### src/rtl/dual_grant_arbiter.sv
// -----------------------------------------------------------------------------
// dual_grant_arbiter
//
// Hands two identical resource channels (A and B) to twelve requesters using a
// shared round-robin pointer. Each channel is a two-state FSM (IDLE/BUSY) that
// latches the index of its holder until that channel's done input arrives.
//
// Ports
//   clk_i      : clock, all state updates on the rising edge
//   rst_i      : synchronous active-high reset
//   req_i      : request vector, bit k = requester k+1
//   done_a_i   : channel A holder finished (ignored while A is idle)
//   done_b_i   : channel B holder finished (ignored while B is idle)
//   valid_a_o  : channel A busy
//   grant_a_o  : channel A holder index 1..12, 0 when idle
//   valid_b_o  : channel B busy
//   grant_b_o  : channel B holder index 1..12, 0 when idle
//   rr_ptr_o   : bit position where the next search starts, 0..11
// -----------------------------------------------------------------------------
module dual_grant_arbiter (
    input  logic        clk_i,
    input  logic        rst_i,
    input  logic [11:0] req_i,
    input  logic        done_a_i,
    input  logic        done_b_i,
    output logic        valid_a_o,
    output logic [3:0]  grant_a_o,
    output logic        valid_b_o,
    output logic [3:0]  grant_b_o,
    output logic [3:0]  rr_ptr_o
);

    localparam int N = 12;

    localparam logic [0:0] ST_IDLE = 1'b0;
    localparam logic [0:0] ST_BUSY = 1'b1;

    logic [0:0] state_a_q, state_a_d;
    logic [0:0] state_b_q, state_b_d;
    logic [3:0] grant_a_q, grant_a_d;
    logic [3:0] grant_b_q, grant_b_d;
    logic [3:0] rr_ptr_q,  rr_ptr_d;

    logic        a_idle, b_idle;
    logic [11:0] held_mask;
    logic [11:0] elig;
    logic [11:0] elig_rot;
    logic [3:0]  pos_w [N];

    logic        first_found, second_found;
    logic [3:0]  first_pos, second_pos;
    logic        give_a, give_b;
    logic [3:0]  b_pos;

    assign a_idle = (state_a_q == ST_IDLE);
    assign b_idle = (state_b_q == ST_IDLE);

    // Current holders stay ineligible for the other channel, including on the
    // edge where they are being released.
    // pos_w[gi] is the bit visited gi-th in search order (rr_ptr upward, wrapping
    // at 12); elig_rot reorders the eligible mask into that order.
    for (genvar gi = 0; gi < N; gi++) begin : g_bits
        logic [4:0] sum_w;
        assign held_mask[gi] = (!a_idle && grant_a_q == 4'(gi + 1)) ||
                               (!b_idle && grant_b_q == 4'(gi + 1));
        assign sum_w      = {1'b0, rr_ptr_q} + 5'(gi);
        assign pos_w[gi]  = (sum_w >= 5'd12) ? 4'(sum_w - 5'd12) : sum_w[3:0];
        assign elig_rot[gi] = elig[pos_w[gi]];
    end

    assign elig = req_i & ~held_mask;

    // First and second eligible requesters in search order.
    always_comb begin
        first_found  = 1'b0;
        second_found = 1'b0;
        first_pos    = 4'd0;
        second_pos   = 4'd0;
        for (int i = 0; i < N; i++) begin
            if (elig_rot[i]) begin
                if (!first_found) begin
                    first_found = 1'b1;
                    first_pos   = pos_w[i];
                end else if (!second_found) begin
                    second_found = 1'b1;
                    second_pos   = pos_w[i];
                end
            end
        end
    end

    function automatic logic [3:0] inc_wrap(input logic [3:0] p);
        return (p == 4'd11) ? 4'd0 : p + 4'd1;
    endfunction

    // A channel that is releasing still counts as busy, so it can neither be
    // re-granted nor push the other channel into the "both idle" case.
    always_comb begin
        give_a = 1'b0;
        give_b = 1'b0;
        if (a_idle && b_idle) begin
            give_a = first_found;
            give_b = second_found;
        end else if (a_idle) begin
            give_a = first_found;
        end else if (b_idle) begin
            give_b = first_found;
        end
    end

    // B takes the second pick only when both channels started idle.
    assign b_pos = a_idle ? second_pos : first_pos;

    always_comb begin
        state_a_d = state_a_q;
        grant_a_d = grant_a_q;
        state_b_d = state_b_q;
        grant_b_d = grant_b_q;
        rr_ptr_d  = rr_ptr_q;

        if (!a_idle && done_a_i) begin
            state_a_d = ST_IDLE;
            grant_a_d = 4'd0;
        end else if (give_a) begin
            state_a_d = ST_BUSY;
            grant_a_d = first_pos + 4'd1;
        end

        if (!b_idle && done_b_i) begin
            state_b_d = ST_IDLE;
            grant_b_d = 4'd0;
        end else if (give_b) begin
            state_b_d = ST_BUSY;
            grant_b_d = b_pos + 4'd1;
        end

        // Pointer moves just past the last grant of this edge (B's if both).
        if (give_b) begin
            rr_ptr_d = inc_wrap(b_pos);
        end else if (give_a) begin
            rr_ptr_d = inc_wrap(first_pos);
        end
    end

    always_ff @(posedge clk_i) begin
        if (rst_i) begin
            state_a_q <= ST_IDLE;
            state_b_q <= ST_IDLE;
            grant_a_q <= 4'd0;
            grant_b_q <= 4'd0;
            rr_ptr_q  <= 4'd0;
        end else begin
            state_a_q <= state_a_d;
            state_b_q <= state_b_d;
            grant_a_q <= grant_a_d;
            grant_b_q <= grant_b_d;
            rr_ptr_q  <= rr_ptr_d;
        end
    end

    assign valid_a_o = (state_a_q == ST_BUSY);
    assign valid_b_o = (state_b_q == ST_BUSY);
    assign grant_a_o = grant_a_q;
    assign grant_b_o = grant_b_q;
    assign rr_ptr_o  = rr_ptr_q;

endmodule
### config.mk
export PLATFORM = sky130hd
export DESIGN_NAME = dual_grant_arbiter
export DESIGN_NICKNAME = d
export VERILOG_FILES = /design/src/rtl/dual_grant_arbiter.sv
export SDC_FILE = /design/constraint.sdc
export NUM_CORES = 1
export LEC_CHECK = 0
export ABC_CLOCK_PERIOD_IN_PS = 7800
export BUFFER_PORTS_ARGS = -buffer_cell sky130_fd_sc_hd__buf_2
export CAP_MARGIN = 10
export CELL_PAD_IN_SITES_DETAIL_PLACEMENT = 0
export CELL_PAD_IN_SITES_GLOBAL_PLACEMENT = 1
export CORE_MARGIN = 1
export CORE_UTILIZATION = 30
export CTS_BUF_LIST = sky130_fd_sc_hd__clkbuf_16
export DETAILED_ROUTE_END_ITERATION = 12
export PLACE_DENSITY_LB_ADDON = 0.1
export SYNTH_ARGS = -nofsm -noshare
export SYNTH_HDL_FRONTEND = slang
export SYNTH_SLANG_ARGS = --single-unit
export TNS_END_PERCENT = 50
### constraint.sdc
create_clock -name clk_i -period 7.8 [get_ports clk_i]
set_input_delay 0.39 -clock clk_i [delete_from_list [all_inputs] [get_ports clk_i]]
set_output_delay 0.39 -clock clk_i [all_outputs]
set_load 0.01 [all_outputs]
==> results of run 1 <==
[cell usage after synthesis (all sizes together), types with 6 or more instances]
cell | instances | area (µm²)
nand3 | 27 | 145
xnor2 | 15 | 131
buf | 12 | 83.8
o211ai | 11 | 92.6
a21oi | 46 | 241
nand4 | 10 | 77.6
a221oi | 9 | 103
a31o | 7 | 61.3
a31oi | 14 | 118
o22ai | 16 | 100
or2 | 6 | 37.5
nor4 | 13 | 109
o21ai | 52 | 268
a221o | 6 | 66.3
dfxtp | 14 | 280
o21a | 9 | 67.6
o221ai | 13 | 138
clkbuf | 30 | 233
nor2 | 62 | 243
inv | 19 | 76.3
and3 | 11 | 72.6
or3 | 7 | 45.1
nand2b | 9 | 56.3
a22oi | 6 | 45.0
a21o | 9 | 68.8
nand4b | 7 | 61.3
nand2 | 59 | 229
nor3 | 28 | 150
and2 | 9 | 58.8
a211oi | 6 | 50.1
o31ai | 9 | 86.3
nand3b | 8 | 60.1
o32ai | 7 | 68.8
ha | 27 | 338
[critical path, delay by kind of cell, from the launching register on]
kind,cells,cell delay [ns]
muxes,1,0.35
buffers and inverters,4,0.82
adders and majority gates,3,0.74
AOI/OAI and AO/OA,9,2.18
and+or+nand+nor,7,1.68
DFF,1,0.47
xor gates and xnor gates,1,0.66
[cells in the final DEF, fill, tap and decap left out, types with 9 or more instances in the layout]
cell type,n
o221ai_1,11
nor4_1,10
nand2_1,58
ha_1,27
a31oi_1,12
o21a_1,9
a21oi_1,45
nor2_1,60
nor3_1,26
dfxtp_1,13
nand2b_1,9
o22ai_1,16
nand3_1,25
xnor2_1,15
o211ai_1,9
buf_4,20
inv_1,17
nand4_1,9
o21ai_0,48
buf_2,29
[cell families after synthesis]
family / count (synthesis)
and+or+nand+nor: 278
adders and majority gates: 29
buffers and inverters: 63
AOI/OAI and AO/OA: 290
DFF: 14
muxes: 9
xor gates and xnor gates: 17
[final cells by class]
| type | count | area share |
|---|---|---|
| multi-input combinational | 623 | 0.813 |
| timing repair buffer | 49 | 0.0543 |
| sequential | 14 | 0.0518 |
| tap | 220 | 0.0506 |
| inverter | 21 | 0.0154 |
| clock buffer | 3 | 0.0138 |
| clock inverter | 1 | 0.000691 |
[path summary, 6_finish.rpt]
kind	cells past startpoint	slack, ns	to	from
hold reg to reg	2	0.57	valid_a_o	valid_a_o
setup / recovery	25	0.80	rr_ptr_o[1]	rr_ptr_o[1]
hold / removal	2	0.44	rr_ptr_o[0]	rst_i
setup reg to reg	25	0.80	rr_ptr_o[1]	rr_ptr_o[1]
[metal layers]
metal | vias to the layer above | routed length [µm] | global-route usage
li1 | 2806 | - | -
met1 | 2916 | 10300 | 0.346
met2 | 273 | 10900 | 0.439
met3 | 40 | 1290 | 0.0219
met4 | 0 | 593 | 0.0664
met5 | - | 0 | 0
[metrics by stage]
stage / setup slack (ns) / hold slack (ns) / instances / utilization
4_1_cts: 0.847 / 0.447 / 931 / 0.328
3_5_place_dp: 0.896 / 0.574 / 927 / 0.323
6_report: 0.798 / 0.445 / 931 / 0.328
3_3_place_gp: 1.04 / 0.573 / 927 / 0.323
2_1_floorplan: 1.98 / 0.555 / 700 / -
5_1_grt: 0.129 / 0.481 / 931 / 0.328
[state kept, by name, summed over array words and instances, names as in the netlist]
signal / cells
grant_b_o: 4
valid_a_o: 1
valid_b_o: 1
grant_a_o: 4
rr_ptr_o: 4
==> qor.csv, run 1 <==
metric,value,unit
outcome,"complete, no violations",
largest family of logic cells by synthesized area,compound AO/OA/AOI/OAI gates,
DP Area,0.00536,mm²
initial antenna violation count,0,
CTS Buf Count,3,
crit path max fanout,13,
post-route ant nets,0,
fmax,143,MHz
commonest register cell after synthesis,dfxtp_1,
footprint of the multi-input gates,0.00442,mm²
synthesized area,0.00510,mm²
Worst slew margin,0.335,
synthesis-stage register bit count,14,
multiplexer share of the synthesized area,0.0194,
"Clk Latency, worst-skew pair",0.25,ns
PortBufs,29,
sequential area share after synthesis,0.0549,
final hold viol count,0,
global-route wire length before repair,34.9,mm
setup_tns,0,ns
Layout area overhead,6.55,%
post-synthesis simple-gate area fraction,0.309,
Die Ht,132,µm
DR iter-0 viols,640,
"Data arrival, critical path",7.16,ns
Avg Inst Size Synth,7.29,µm²
Critical Path Slowest Stage Cell,xnor2_1,
Die ar.,0.0175,mm²
"Warnings, synthesis",0,
Post-CTS Setup Bufs,0,
drt total wl,23.1,mm
# H-tree levels,1,
clock-pin slew on the worst setup and hold paths,0.05,ns
Reg area,282,µm²
max-slew violations,0,
Fill cells,1829,
post-route cell area,0.00544,mm²
site row count,47,
drc violations,0,
WP data required,7.95,ns
largest net degree at the start of global routing,29,
Synth Area in XOR/XNOR,0.0292,
max incr delay on CP,0.66,ns
Total Routing Usage GR,0.257,
ratio of cells with drive above 1 in the final layout,0.176,
diode count,0,
Worst Skew,0.00314,ns
Final setup viols,0,
clock sink count,14,
Synth Area in Adders,0.0701,
Die Wd,132,µm
Hold/Removal Path Class,input pin to register,
CTS root buffer,clkbuf_16,
number of enable flip-flop cells after synthesis,0,
DR WL/cell,24.8,µm
Worst setup EP type,register,
max-cap violations,0,
Final GP Congestion,0.975,
Slew @ Worst Pin,0.987,ns
final worst path period need,7.00,ns
WS Path Type,register to register,
first-pass iteration count of the detailed router,6,
CORE AREA,0.0166,mm²
Final period util,0.898,
total grt overflow,0,
number of distinct library cells after synthesis,119,
crit start category,register,
RSZ-0062 raised after global routing,no,
"FFs w/ async S/R, synth",0,
Detailed Place HPWL,18.6,mm
Initial Util,0.308,
Syn Nets,743,
Top Ports,30,
Max clock buf depth,2,
routed vias,6035,
CTS tree,built,
CTS Hold Bufs,0,
Cells after Synth,700,
number of global-route vias before repair,5724,
compound-cell area share of the yosys netlist,0.439,
cts repair resizes,0,
detail-routed via count per cell,6.48,
Nets,755,
Power of run 1 is not shown: default switching activity piles up to over one toggle a cycle in this logic, so the estimate is an artifact.
==> inputs of run 2 (changes only) <==
--- a/config.mk
+++ b/config.mk
@@ -6,14 +6,14 @@
 export NUM_CORES = 1
 export LEC_CHECK = 0
 export ABC_CLOCK_PERIOD_IN_PS = 7800
-export BUFFER_PORTS_ARGS = -buffer_cell sky130_fd_sc_hd__buf_2
 export CAP_MARGIN = 10
 export CELL_PAD_IN_SITES_DETAIL_PLACEMENT = 0
 export CELL_PAD_IN_SITES_GLOBAL_PLACEMENT = 1
-export CORE_MARGIN = 1
-export CORE_UTILIZATION = 30
+export CORE_MARGIN = 3
+export CORE_UTILIZATION = 49
 export CTS_BUF_LIST = sky130_fd_sc_hd__clkbuf_16
 export DETAILED_ROUTE_END_ITERATION = 12
+export DONT_BUFFER_PORTS = 1
 export PLACE_DENSITY_LB_ADDON = 0.1
 export SYNTH_ARGS = -nofsm -noshare
 export SYNTH_HDL_FRONTEND = slang
==> run 2 against run 1 <==
Sequential share of layout area is 0.31 points higher. Non-clock buffer count decreased by 36. Clock skew down 0.0018 ns. Cell count down 13%. Fmax is 1.1% lower. Clock-buffer cell count did not move. Critical path depth fell by 3. Global-route usage is 8.3 points higher. First-iteration DRC count increased by 13%. Routed wire length shrank 12%.
==> qor.csv, run 2 (synthesis gave the netlist of run 1 again) <==
metric,value,unit,change
outcome,"complete, no violations",,
PortBufs,0,,-100%
Total Routing Usage GR,0.340,,+0.0826
RR Startpoint,rr_ptr_o[0],,
"Clk Latency, worst-skew pair",0.24,ns,about the same
crit start category,register,,
global-route wire length before repair,31.0,mm,-11%
DR iter-0 viols,723,,+13%
Initial Util,0.512,,+0.205
R2R Setup Slk,0.72,ns,-0.08 ns
CTS root buffer,clkbuf_16,,
routed vias,5996,,-0.65%
"commonest non-fill, non-tap cell in the layout",nor2_1,,
number of global-route vias before repair,5396,,-5.7%
# H-tree levels,1,,unchanged
final hold viol count,0,,unchanged
max-cap violations,0,,unchanged
CORE AREA,0.00995,mm²,-40%
drc violations,0,,unchanged
DR WL/cell,25.1,µm,+0.98%
Die Wd,108,µm,-18%
final worst path period need,7.08,ns,+0.0803 ns
max incr delay on CP,0.67,ns,about the same
Max clock buf depth,2,,unchanged
Nets,719,,-4.8%
CTS Buf Count,3,,unchanged
Die Ht,108,µm,-18%
Final WS setup,0.718,ns,-0.0803 ns
r2r worst-path depth,22,,-12%
Die ar.,0.0117,mm²,-33%
Final GP Congestion,1.03,,+5.1%
Critical Path Slowest Stage Cell,nor4_2,,
max-slew violations,0,,unchanged
Post-CTS Setup Bufs,0,,unchanged
Layout area overhead,0.540,%,
most frequent cells in the layout,"nor2_1 (60), nand2_1 (58), o21ai_0 (48)",,
clock sink count,14,,unchanged
WP data required,7.90,ns,-0.05 ns
cts repair resizes,0,,unchanged
"Data arrival, critical path",7.18,ns,+0.02 ns
diode count,0,,unchanged
Final setup viols,0,,unchanged
crit path max fanout,16,,+3
largest net degree at the start of global routing,39,,+34%
site row count,36,,-23%
Detailed Place HPWL,16.1,mm,-13%
post-route ant nets,0,,unchanged
initial antenna violation count,0,,unchanged
Worst path depth,22,,-12%
WS Path Type,register to register,,
total grt overflow,0,,unchanged
Worst setup EP type,register,,
Final period util,0.908,,+0.0103
detail-routed via count per cell,7.42,,+14%
CTS tree,built,,
drt total wl,20.3,mm,-12%
Slew @ Worst Pin,1.10,ns,+0.113 ns
CTS Hold Bufs,0,,unchanged
"CP delay by family, top",compound AO/OA/AOI/OAI gates,,
capturing point of the worst reg2reg path,rr_ptr_o[1],,
Bufs and invs on worst path,3,,-1
RSZ-0062 raised after global routing,no,,
worst setup path endpoint,rr_ptr_o[1],,
"Critical Path, Cell by Cell",ha_1 > xnor2_1 > inv_1 > ha_1 > o21ai_0 > and3_1 > mux2_2 > o21a_1 > a221o_2 > nor4_2 > nand4_1 > and2_1 > a221oi_1 > o31ai_1 > a221oi_2 > inv_1 > ha_1 > inv_1 > nor2_1 > nand3_1 > nand4_1 > a311oi_1,,
crit path launch,rr_ptr_o[0],,
Top Ports,30,,unchanged
first-pass iteration count of the detailed router,5,,-1
clock-pin slew on the worst setup and hold paths,0.05,ns,about the same
setup_tns,0,ns,unchanged
Worst slew margin,0.265,,-0.0695
Hold/Removal Path Class,input pin to register,,
Fill cells,1007,,-45%
ratio of cells with drive above 1 in the final layout,0.132,,-0.0440
Post-Place Setup Slack,1.02,ns,+0.124 ns
Worst Skew,0.00138,ns,-0.00176 ns
fmax,141,MHz,-1.1%
==> run 2: worst min-delay path by stage <==
stage,startpoint,endpoint,slack (ns),cells after the start
3_3_place_gp,rst_i,rr_ptr_o[2],0.47,1
2_1_floorplan,grant_b_o[2],grant_b_o[2],0.56,2
6_report,rst_i,rr_ptr_o[2],0.22,1
5_1_grt,rst_i,rr_ptr_o[2],0.22,1
3_5_place_dp,rst_i,rr_ptr_o[2],0.47,1
4_1_cts,rst_i,rr_ptr_o[2],0.22,1
==> run 2: area by class of cell <==
| cell class | count | area (µm²) | share of cell area |
|---|---|---|---|
| Clock buffer | 3 | 75.1 | 0.0146 |
| Clock inverter | 1 | 3.75 | 0.000732 |
| Inverter | 21 | 83.8 | 0.0163 |
| Multi-Input combinational cell | 623 | 4420 | 0.862 |
| Sequential cell | 14 | 282 | 0.0549 |
| Tap cell | 133 | 166 | 0.0324 |
| Timing Repair Buffer | 13 | 97.6 | 0.0190 |
==> run 2: routing by layer <==
metal | up-vias | global-route usage | share of wire
met2 | 354 | 0.530 | 0.43
li1 | 2738 | - | -
met1 | 2837 | 0.454 | 0.41
met5 | - | 0 | 0
met3 | 67 | 0.0800 | 0.11
met4 | 0 | 0.126 | 0.047
==> run 2: per-stage QoR <==
stage                     hold WS, ns  instances  area (µm²)   util
after global placement          0.473        804        5050  0.507
after detailed placement        0.473        804        5050  0.507
after CTS                       0.216        808        5130  0.515
final                           0.217        808        5130  0.515
after floorplan                 0.555        700        5100      -
after global routing            0.220        808        5130  0.515
==> run 2: worst register-to-register path: stages, from the launching register on <==
cell and delay (ns):
dfxtp_2 0.42, ha_1 0.25, xnor2_1 0.63, inv_1 0.37, ha_1 0.30, o21ai_0 0.27, and3_1 0.29, mux2_2 0.35
o21a_1 0.15, a221o_2 0.41, nor4_2 0.67, nand4_1 0.28, and2_1 0.23, a221oi_1 0.54, o31ai_1 0.23, a221oi_2 0.39
inv_1 0.10, ha_1 0.24, inv_1 0.10, nor2_1 0.07, nand3_1 0.10, nand4_1 0.11, a311oi_1 0.44
Power of run 2 is left out for the same reason.
